[config.mk]
export PLATFORM = sky130hd
export DESIGN_NAME = binary_to_gray_counter
export DESIGN_NICKNAME = d
export VERILOG_FILES = /design/src/rtl/binary_to_gray_counter.sv
export SDC_FILE = /design/constraint.sdc
export NUM_CORES = 1
export LEC_CHECK = 0
export ABC_AREA = 1
export BUFFER_PORTS_ARGS = -buffer_cell sky130_fd_sc_hd__buf_4
export CELL_PAD_IN_SITES_DETAIL_PLACEMENT = 0
export CELL_PAD_IN_SITES_GLOBAL_PLACEMENT = 1
export CORE_AREA = 3 3 40 42
export CTS_BUF_LIST = sky130_fd_sc_hd__clkbuf_4 sky130_fd_sc_hd__clkbuf_8
export DETAILED_ROUTE_END_ITERATION = 10
export DIE_AREA = 0 0 43 45
export PLACE_DENSITY_LB_ADDON = 0.1
export SYNTH_ARGS = -nofsm -noshare
export SYNTH_HDL_FRONTEND = slang
export SYNTH_SLANG_ARGS = --single-unit
[constraint.sdc]
create_clock -name clk -period 4.2 [get_ports clk]
set_clock_uncertainty 0.2 [all_clocks]
set_input_delay 1.26 -clock clk [delete_from_list [all_inputs] [get_ports clk]]
set_output_delay 1.26 -clock clk [all_outputs]
set_load 0.05 [all_outputs]
[src/rtl/binary_to_gray_counter.sv]
// Binary up/down counter with a registered Gray-code mirror and optional wrap pulse.
//
// Ports:
//   clk       - sole clock, all state updates on the rising edge
//   rst_n     - synchronous active-low reset (bin = gray = wrap = 0)
//   en        - count enable, one step per cycle while high
//   up_dn     - direction, 1 = increment, 0 = decrement
//   load      - synchronous load strobe (beats en)
//   load_bin  - binary value captured on load
//   bin       - registered binary count
//   gray      - registered Gray code of bin (same cycle as bin)
//   wrap      - registered one-cycle pulse on an up or down wrap
//
// Configuration macro: GRAY_CNT_WRAP_PULSE_EN
//   defined   - wrap pulses on the step that wraps all-ones->0 or 0->all-ones
//   undefined - wrap is tied to 0 and no wrap-detect logic exists
module binary_to_gray_counter #(
  parameter int unsigned WIDTH = 4
) (
  input  logic             clk,
  input  logic             rst_n,
  input  logic             en,
  input  logic             up_dn,
  input  logic             load,
  input  logic [WIDTH-1:0] load_bin,
  output logic [WIDTH-1:0] bin,
  output logic [WIDTH-1:0] gray,
  output logic             wrap
);

  localparam logic [WIDTH-1:0] ALL_ONES = {WIDTH{1'b1}};
  localparam logic [WIDTH-1:0] ZERO     = {WIDTH{1'b0}};

  logic [WIDTH-1:0] bin_q, bin_d;
  logic [WIDTH-1:0] gray_q, gray_d;

  // Next binary value: load beats count, count beats hold.
  always_comb begin
    bin_d = bin_q;
    if (load) begin
      bin_d = load_bin;
    end else if (en) begin
      if (up_dn) bin_d = bin_q + WIDTH'(1);
      else       bin_d = bin_q - WIDTH'(1);
    end
  end

  // Gray is derived from the next binary value so both registers update together.
  always_comb begin
    gray_d = bin_d ^ (bin_d >> 1);
  end

  // Binary and Gray state registers.
  always_ff @(posedge clk) begin
    if (!rst_n) begin
      bin_q  <= ZERO;
      gray_q <= ZERO;
    end else begin
      bin_q  <= bin_d;
      gray_q <= gray_d;
    end
  end

  assign bin  = bin_q;
  assign gray = gray_q;

`ifdef GRAY_CNT_WRAP_PULSE_EN
  logic wrap_q, wrap_d;

  // Only a counting step can wrap; load and hold always clear the pulse.
  always_comb begin
    wrap_d = 1'b0;
    if (!load && en) begin
      if (up_dn) wrap_d = (bin_q == ALL_ONES);
      else       wrap_d = (bin_q == ZERO);
    end
  end

  always_ff @(posedge clk) begin
    if (!rst_n) wrap_q <= 1'b0;
    else        wrap_q <= wrap_d;
  end

  assign wrap = wrap_q;
`else
  assign wrap = 1'b0;
`endif

endmodule

==> results of run 1 <==
stage by stage:
stage	instance area, µm²	utilization [%]	cells	total power [mW]	setup WS, ps
floorplan	414	-	60	0.137	1620
global placement	538	41.9	89	0.160	1440
detailed placement	538	41.9	89	0.160	1440
CTS	568	44.2	93	0.230	1710
global route	568	44.2	93	0.242	1600
finish	568	44.2	93	0.227	1710
metal layers:
metal  part of all wire [%]  routed length (µm)  vias to the layer above  track usage [%]
met5                      0                   0                        -                0
met4                    3.5                  31                        0             9.04
met3                    3.0                  27                        5             2.39
met2                     47                 418                       10             16.5
met1                     46                 412                      148             12.7
li1                       -                   -                      219                -
logic make-up after synthesis:
logic type | Yosys count
other cells | 1
flops | 7
fa+ha+maj | 3
buf+inv | 9
simple gates | 29
xor+xnor | 1
compound gates | 10
final cells by class:
type / instances / area [µm²] / share of cell area, %
Tap cell: 15 / 18.8 / 3.30
Timing Repair Buffer: 16 / 120 / 21.1
Clock buffer: 4 / 30.0 / 5.29
Multi-Input combinational cell: 44 / 233 / 41.0
Sequential cell: 7 / 140 / 24.7
Inverter: 7 / 26.3 / 4.63
final timing paths:
kind          start  depth (start not counted)  slack [ps]      end
max           up_dn                          9        1710  gray[2]
min reg2reg  bin[3]                          4         460   bin[3]
min          bin[3]                          4         460   bin[3]
max reg2reg  bin[0]                          7        2510  gray[2]
worst register-to-register path: stages (launching register included):
cell and delay (ps):
sky130_fd_sc_hd__dfxtp_1 350, sky130_fd_sc_hd__fa_1 440, sky130_fd_sc_hd__a21oi_2 140, sky130_fd_sc_hd__o21ai_1 80, sky130_fd_sc_hd__a21oi_2 200, sky130_fd_sc_hd__nand2_1 70, sky130_fd_sc_hd__nand2_1 70, sky130_fd_sc_hd__nor2_2 30
state kept, by name, indices dropped and copies added (netlist names):
signal  cells
bin         4
gray        3
power groups by stage:
stage	Clock, mW	Sequential [mW]	Combinational (mW)
CTS	0.0708	0.0781	0.0812
detailed placement	0	0.0795	0.0810
finish	0.0685	0.0779	0.0802
global route	0.0747	0.0789	0.0889
global placement	0	0.0793	0.0807
floorplan	0	0.103	0.0349
layout by cell type (no fill, tap or decap), drive strengths merged, types with 2 or more instances in the layout:
cell type | Yosys | routed
a21oi | 5 | 5
buf | 2 | 16
clkbuf | 0 | 4
dfxtp | 7 | 7
ha | 2 | 2
inv | 7 | 7
nand2 | 18 | 18
nand3 | 3 | 3
nor2 | 7 | 7
o21ai | 5 | 5
==> impl.org, run 1 <==
** Run status
- Status :: completed

** Yosys
- Synth Instances :: 60
- Xor and xnor fraction of the mapped netlist area :: 2.11%
- Of all flip-flops after synthesis, the portion carrying an async set or reset was 0%.
- Proportion of synthesized area in mux cells :: 0%
- Post-synthesis cell type count :: 17
- By instance count, the leading cell after synthesis is sky130_fd_sc_hd__nand2_1.
- Number of warning messages in the yosys log :: 0
- Post-Synth Adder-Cell Area :: 10.9%
- When the netlist entered floorplanning its net count stood at 72.
- Area of the mapped netlist :: 414 µm²
- Largest family of logic cells by synthesized area :: simple AND/OR/NAND/NOR gates
- The synthesized netlist devotes 13.9% of its cell area to compound gates.
- Commonest cells post-synth :: sky130_fd_sc_hd__nand2_1, sky130_fd_sc_hd__dfxtp_1, sky130_fd_sc_hd__nor2_1, sky130_fd_sc_hd__inv_1
- Cell types with the largest area share after synthesis :: sky130_fd_sc_hd__dfxtp_1, sky130_fd_sc_hd__nand2_1, sky130_fd_sc_hd__ha_1
- Sequential cell area fraction in the yosys report :: 33.8%
- After Yosys synthesis, and, or, nand and nor cells account for 28.4% of the synthesized area.
- Cell type with the highest aggregate area in the netlist :: sky130_fd_sc_hd__dfxtp_1
- Primary FF master, synth :: sky130_fd_sc_hd__dfxtp_1
- Summed over its instances, the top area cell type makes up 33.8% of the synthesized netlist area.
- Synthesized area divided by synthesized cell count :: 6.90 µm²
- Seq cells post-synth :: 7
- Counting flops with a built-in enable in the synthesized netlist gives 0.

** Setup path
- The largest individual stage delay along the critical path comes from the cell sky130_fd_sc_hd__fa_1.
- Worst setup SP type :: input port
- The number of buffers and inverters on the critical path is 2.
- Data on the critical path arrives at its endpoint at 2440 ps.
- Slowest cell delay on critical path :: 450 ps
- In this run the worst path has a maximum fanout of 4.
- CP cell instances :: buf_4 > inv_2 > fa_1 > a21oi_2 > o21ai_1 > a21oi_2 > nand2_1 > nand2_1 > nor2_2
- The worst setup path is captured at a register.
- The worst setup path is of the input port to register kind.
- For the worst setup path, the data required time is 4140 ps.
- Cell family with most CP delay :: adder cells

** Timing
- The max-slew violation total from the final report came to 0.
- Hold Violations, Final :: 0
- Minimum clock period :: 2490 ps
- Total negative setup slack :: 0 ps
- In the finished design, the share of the clock period the worst path needs comes to 59.3%.
- Setup violations remaining at the end of the flow were counted as 0.
- Maximum operating frequency :: 401 MHz
- Setup repair after global routing missed its margin :: false
- Across all hold checks on the routed design, the worst slack comes to 455 ps.

** Power and ir drop
- Switching power summed over all nets :: 0.0831 mW
- Maximum resistive drop on vdd :: 0.165 mV
- Cell internal power was estimated by the tool at 0.144 mW.
- Dividing total power by cell area gives a power density of 399 mW/mm².
- Relative contribution of sequential cells to total power :: 34.4%
- Net switching is 36.7% of the power.
- Of the total power, the clock network draws 30.2%.
- Summed over all cells, the static leakage comes to 0.298 nW.
- Combinational logic is responsible for 35.4% of the overall power.

** Clock tree
- In this run the number of H-tree levels came out at 1.
- After clock tree synthesis, the clock-pin slew on the worst setup and hold paths is 50 ps.
- Total clock sinks :: 7
- Hold repair after CTS inserted 0 buffers.
- Clock latency reported for the late side of the worst-skew pair :: 250 ps
- Total clock buffers created by CTS :: 3
- The root buffer cell chosen for the clock tree is sky130_fd_sc_hd__clkbuf_4.
- Maximum buffer depth of the clock tree :: 2
- Post-cts gate resize count :: 0
- The number of setup buffers added after CTS is 0.
- TritonCTS built the clock tree.

** Layout
- Filler cell count in the final layout :: 146
- Area growth from synthesis to layout :: 37.2%
- Share of layout cells above drive strength 1 :: 33.3%
- Final #Nets :: 91
- 0 antenna diodes ended up in the layout.

** Global route
- Number of global-route vias before repair :: 371
- Wire length of the first global-routing pass :: 1500 µm
- Initial antenna violation count :: 0
- Summed over all layers, the global routing overflow is 0.
- Pin count of the biggest net entering global routing :: 6
- Tot GR Track Use :: 10.7%

** Floorplan
- After floorplanning, the core was divided into 13 placement rows.
- After floorplanning, the core was sized to cover 0.00128 mm².
- Horizontal die dimension :: 43 µm
- Total die area :: 0.00194 mm²
- 18 I/O pins were placed.
- The initial utilization of the core area, before any placement, comes to 32.2%.
- The die is 45 µm tall.

** Routing
- After detailed routing, the total wire length is 890 µm.
- After the first detailed-routing iteration, the DRC count stood at 1.
- Via count of the routed design :: 382
- Final ANT Viol Nets :: 0
- Using the TritonRoute via totals, the vias-per-cell ratio works out to 4.11.
- After detailed routing, the number of remaining DRC violations is 0.
- Per-cell routed wire length :: 9.57 µm
- First-pass detailed-route iteration total :: 3

** Placed design
- Summed over all nets, the half-perimeter wirelength after detailed placement is 744 µm.
- Count of input and output buffers :: 16
- Routability-driven placement finished with a final weighted congestion of 0.700.

** Min path
- The min-delay analysis places its worst path in the category register to register.

** Job
- Max-cap violations in this run came to 0.
No activity file was read; power rests on OpenSTA's default activity.
==> run 2, diff against run 1 <==
Settings changed: CORE_AREA 3 3 40 42 to 3 3 41 43, DIE_AREA 0 0 43 45 to 0 0 44 46.
Clock period 4.2 ns to 2.5 ns, I/O delays scaled along.
==> run 2 against run 1 <==
  * Final cell count unchanged
  * Sequential power increased by 68%
  * Routed wire length increased by 0.90%
  * Non-clock buffer count did not move
  * Register-to-register slack lost 1700 ps
  * Setup slack lost 1200 ps
  * Critical path depth unchanged
  * Combinational power up 68%
  * First-iteration DRC count grew to 5.0 times the previous value
  * Critical endpoint unchanged
  * Largest cell class unchanged
  * Largest power group unchanged
==> impl.org, run 2 (synthesis gave the netlist of run 1 again) <==
** Run status
- The flow ran to the end, and the final reports show no timing, DRC or antenna violations.

** Min path
- The worst hold path terminates at bin[3].
- In this run the worst hold path is classified as register to register.
- Worst Min Path Start :: bin[3]
- Hold path depth :: 4

** Routing
- Per-cell routed wire length :: 9.66 µm
- DR vias/cell :: 4.26
- Detailed routing inserted a total of 396 vias.
- Post-detailed-routing wire length :: 898 µm
- DRC violation count after routing :: 0
- The detailed router finished its first iteration with 5 violations.
- The first detailed-routing pass ran for 3 iterations.
- Final ANT Viol Nets :: 0

** Layout
- The number of antenna diodes in the final layout is 0.
- Relative to the synthesized area, the layout overhead comes to 37.2%.
- At the end of the flow, the number of nets in the layout was 91.
- The register with the most flip-flops in the layout has 4 of them.
- Finished layout cell area :: 568 µm²
- Highest-count cells in the layout ignoring fill and taps :: sky130_fd_sc_hd__nand2_1, sky130_fd_sc_hd__buf_4, sky130_fd_sc_hd__dfxtp_1
- Leaving out fill and tap cells, the most frequent cell in the layout is sky130_fd_sc_hd__nand2_1.
- Cells with a size suffix above 1 make up 33.3% of the layout.

** Placed design
- Hpwl dp :: 750 µm
- Cell area after placement :: 538 µm²
- Count of input and output buffers :: 16
- Dpl ws :: 245 ps
- The congestion estimate from routability-driven global placement came to 0.671.

** Power and ir drop
- Power density of the placed cells :: 669 mW/mm²
- Leakage power :: 0.298 nW
- Maximum resistive drop on vdd :: 0.252 mV

** Clock tree
- In this run, post-CTS repair resized a total of 0 instances.
- After clock tree synthesis, the clock-pin slew on the worst setup and hold paths is 60 ps.
- Clock tree synthesis found a total of 7 sinks.
- TritonCTS clock tree :: done
- In this run, post-CTS hold repair placed 0 buffers.
- In this run the number of H-tree levels came out at 1.
- TritonCTS created 3 clock buffers.
- Maximum buffer depth of the clock tree :: 2
- The tree is rooted in a sky130_fd_sc_hd__clkbuf_4.
- Clock latency reported for the late side of the worst-skew pair :: 250 ps
- Setup repair bufs after CTS :: 0

** Setup path
- Start point of the critical path :: up_dn
- Worst setup SP type :: input port
- The worst register-to-register path begins at bin[0].
- The endpoint identified for the worst register-to-register timing path is gray[2].
- Worst Setup End Kind :: register
- The critical path contains buffers and inverters numbering 2 combined.
- The critical path is of the input port to register type.
- Worst reg-to-reg setup slack :: 820 ps
- The slowest stage of the critical path is the sky130_fd_sc_hd__fa_1 cell.
- The cell family contributing the most delay on the critical path is adder cells.
- On the worst path, the slowest cell contributes a delay of 450 ps.
- Crit path DAT :: 1930 ps
- Number of cells traversed by the worst register-to-register path :: 7
- Walking the worst path, the cells encountered are buf_4 > inv_2 > fa_1 > a21oi_2 > o21ai_1 > a21oi_2 > nand2_1 > nand2_1 > nor2_2.
- WP data required :: 2450 ps
- Crit Path Max Fanout :: 4

** Timing
- Dividing the final minimum period by the clock period gives 79.2%.
- Minimum clock period :: 1980 ps
- Setup repair after global routing left no endpoint under its margin.
- Maximum operating frequency :: 505 MHz
- The max-slew violation total from the final report came to 0.
- Total negative setup slack :: 0 ps
- Hold Violations, Final :: 0
- Setup violations remaining at the end of the flow were counted as 0.
- Worst Hold Margin :: 455 ps
- Minimum setup slack in the final design :: 521 ps

** Global route
- GRT Residual Overflow :: 0
- Tot GR Track Use :: 9.96%
- The number of antenna violations at the first check in global routing is 0.
- The first global-routing pass estimated 1430 µm of wire.
- The via count of the first global-routing pass is 354.
- Entering global routing, the biggest net connects 6 pins.

** Job
- The tool flagged a number of max-cap violations equal to 0.

** Floorplan
- Horizontal die dimension :: 44 µm
- The initial utilization of the core area, before any placement, comes to 31.1%.
- Placeable core area :: 0.00133 mm²
- Total die area :: 0.00202 mm²
- Number of placement rows :: 13
- Height of the die :: 46 µm
- Top-level I/O count :: 18
[run 2: cell counts in the layout (fill, tap and decap cells not counted)]
Identical to the previous run, type by type.
[run 2: worst max path at each step]
stage	endpoint	slack [ps]	cells past startpoint
6_report	gray[2]	520	9
5_1_grt	gray[1]	410	9
4_1_cts	gray[2]	520	12
3_5_place_dp	gray[2]	250	12
3_3_place_gp	gray[2]	250	9
2_1_floorplan	gray[2]	430	8
[run 2: area by class of cell]
cell class | instances | area [µm²]
clock buffer | 4 | 30.0
fill | 162 | 766
inverter | 7 | 26.3
multi-input combinational | 44 | 233
sequential | 7 | 140
tap | 15 | 18.8
timing repair buffer | 16 | 120
[run 2: worst reg2reg max path, cell delays in order, from the launching register on]
cell	delay, ps
sky130_fd_sc_hd__dfxtp_1	350
sky130_fd_sc_hd__fa_1	440
sky130_fd_sc_hd__a21oi_2	140
sky130_fd_sc_hd__o21ai_1	80
sky130_fd_sc_hd__a21oi_2	200
sky130_fd_sc_hd__nand2_1	80
sky130_fd_sc_hd__nand2_1	70
sky130_fd_sc_hd__nor2_2	30
[run 2: layer usage]
| metal | share of wire (%) | vias to the layer above | GRT usage (%) |
|---|---|---|---|
| li1 | - | 222 | - |
| met1 | 47 | 163 | 11.9 |
| met2 | 47 | 9 | 15.1 |
| met3 | 4.9 | 2 | 1.58 |
| met4 | 0.78 | 0 | 9.04 |
| met5 | 0 | - | 0 |
[run 2: per-stage QoR]
step	std cells	power, mW	util [%]
finish	93	0.380	42.6
global route	93	0.407	42.6
CTS	93	0.386	42.6
detailed placement	89	0.270	40.3
global placement	89	0.268	40.3
floorplan	60	0.231	-
[run 2: where the power goes]
group	internal (mW)	switching, mW	total [mW]	leakage, nW
combinational	0.0461	0.0886	0.135	0.221
sequential	0.123	0.00765	0.131	0.0583
clock	0.0718	0.0425	0.114	0.0184
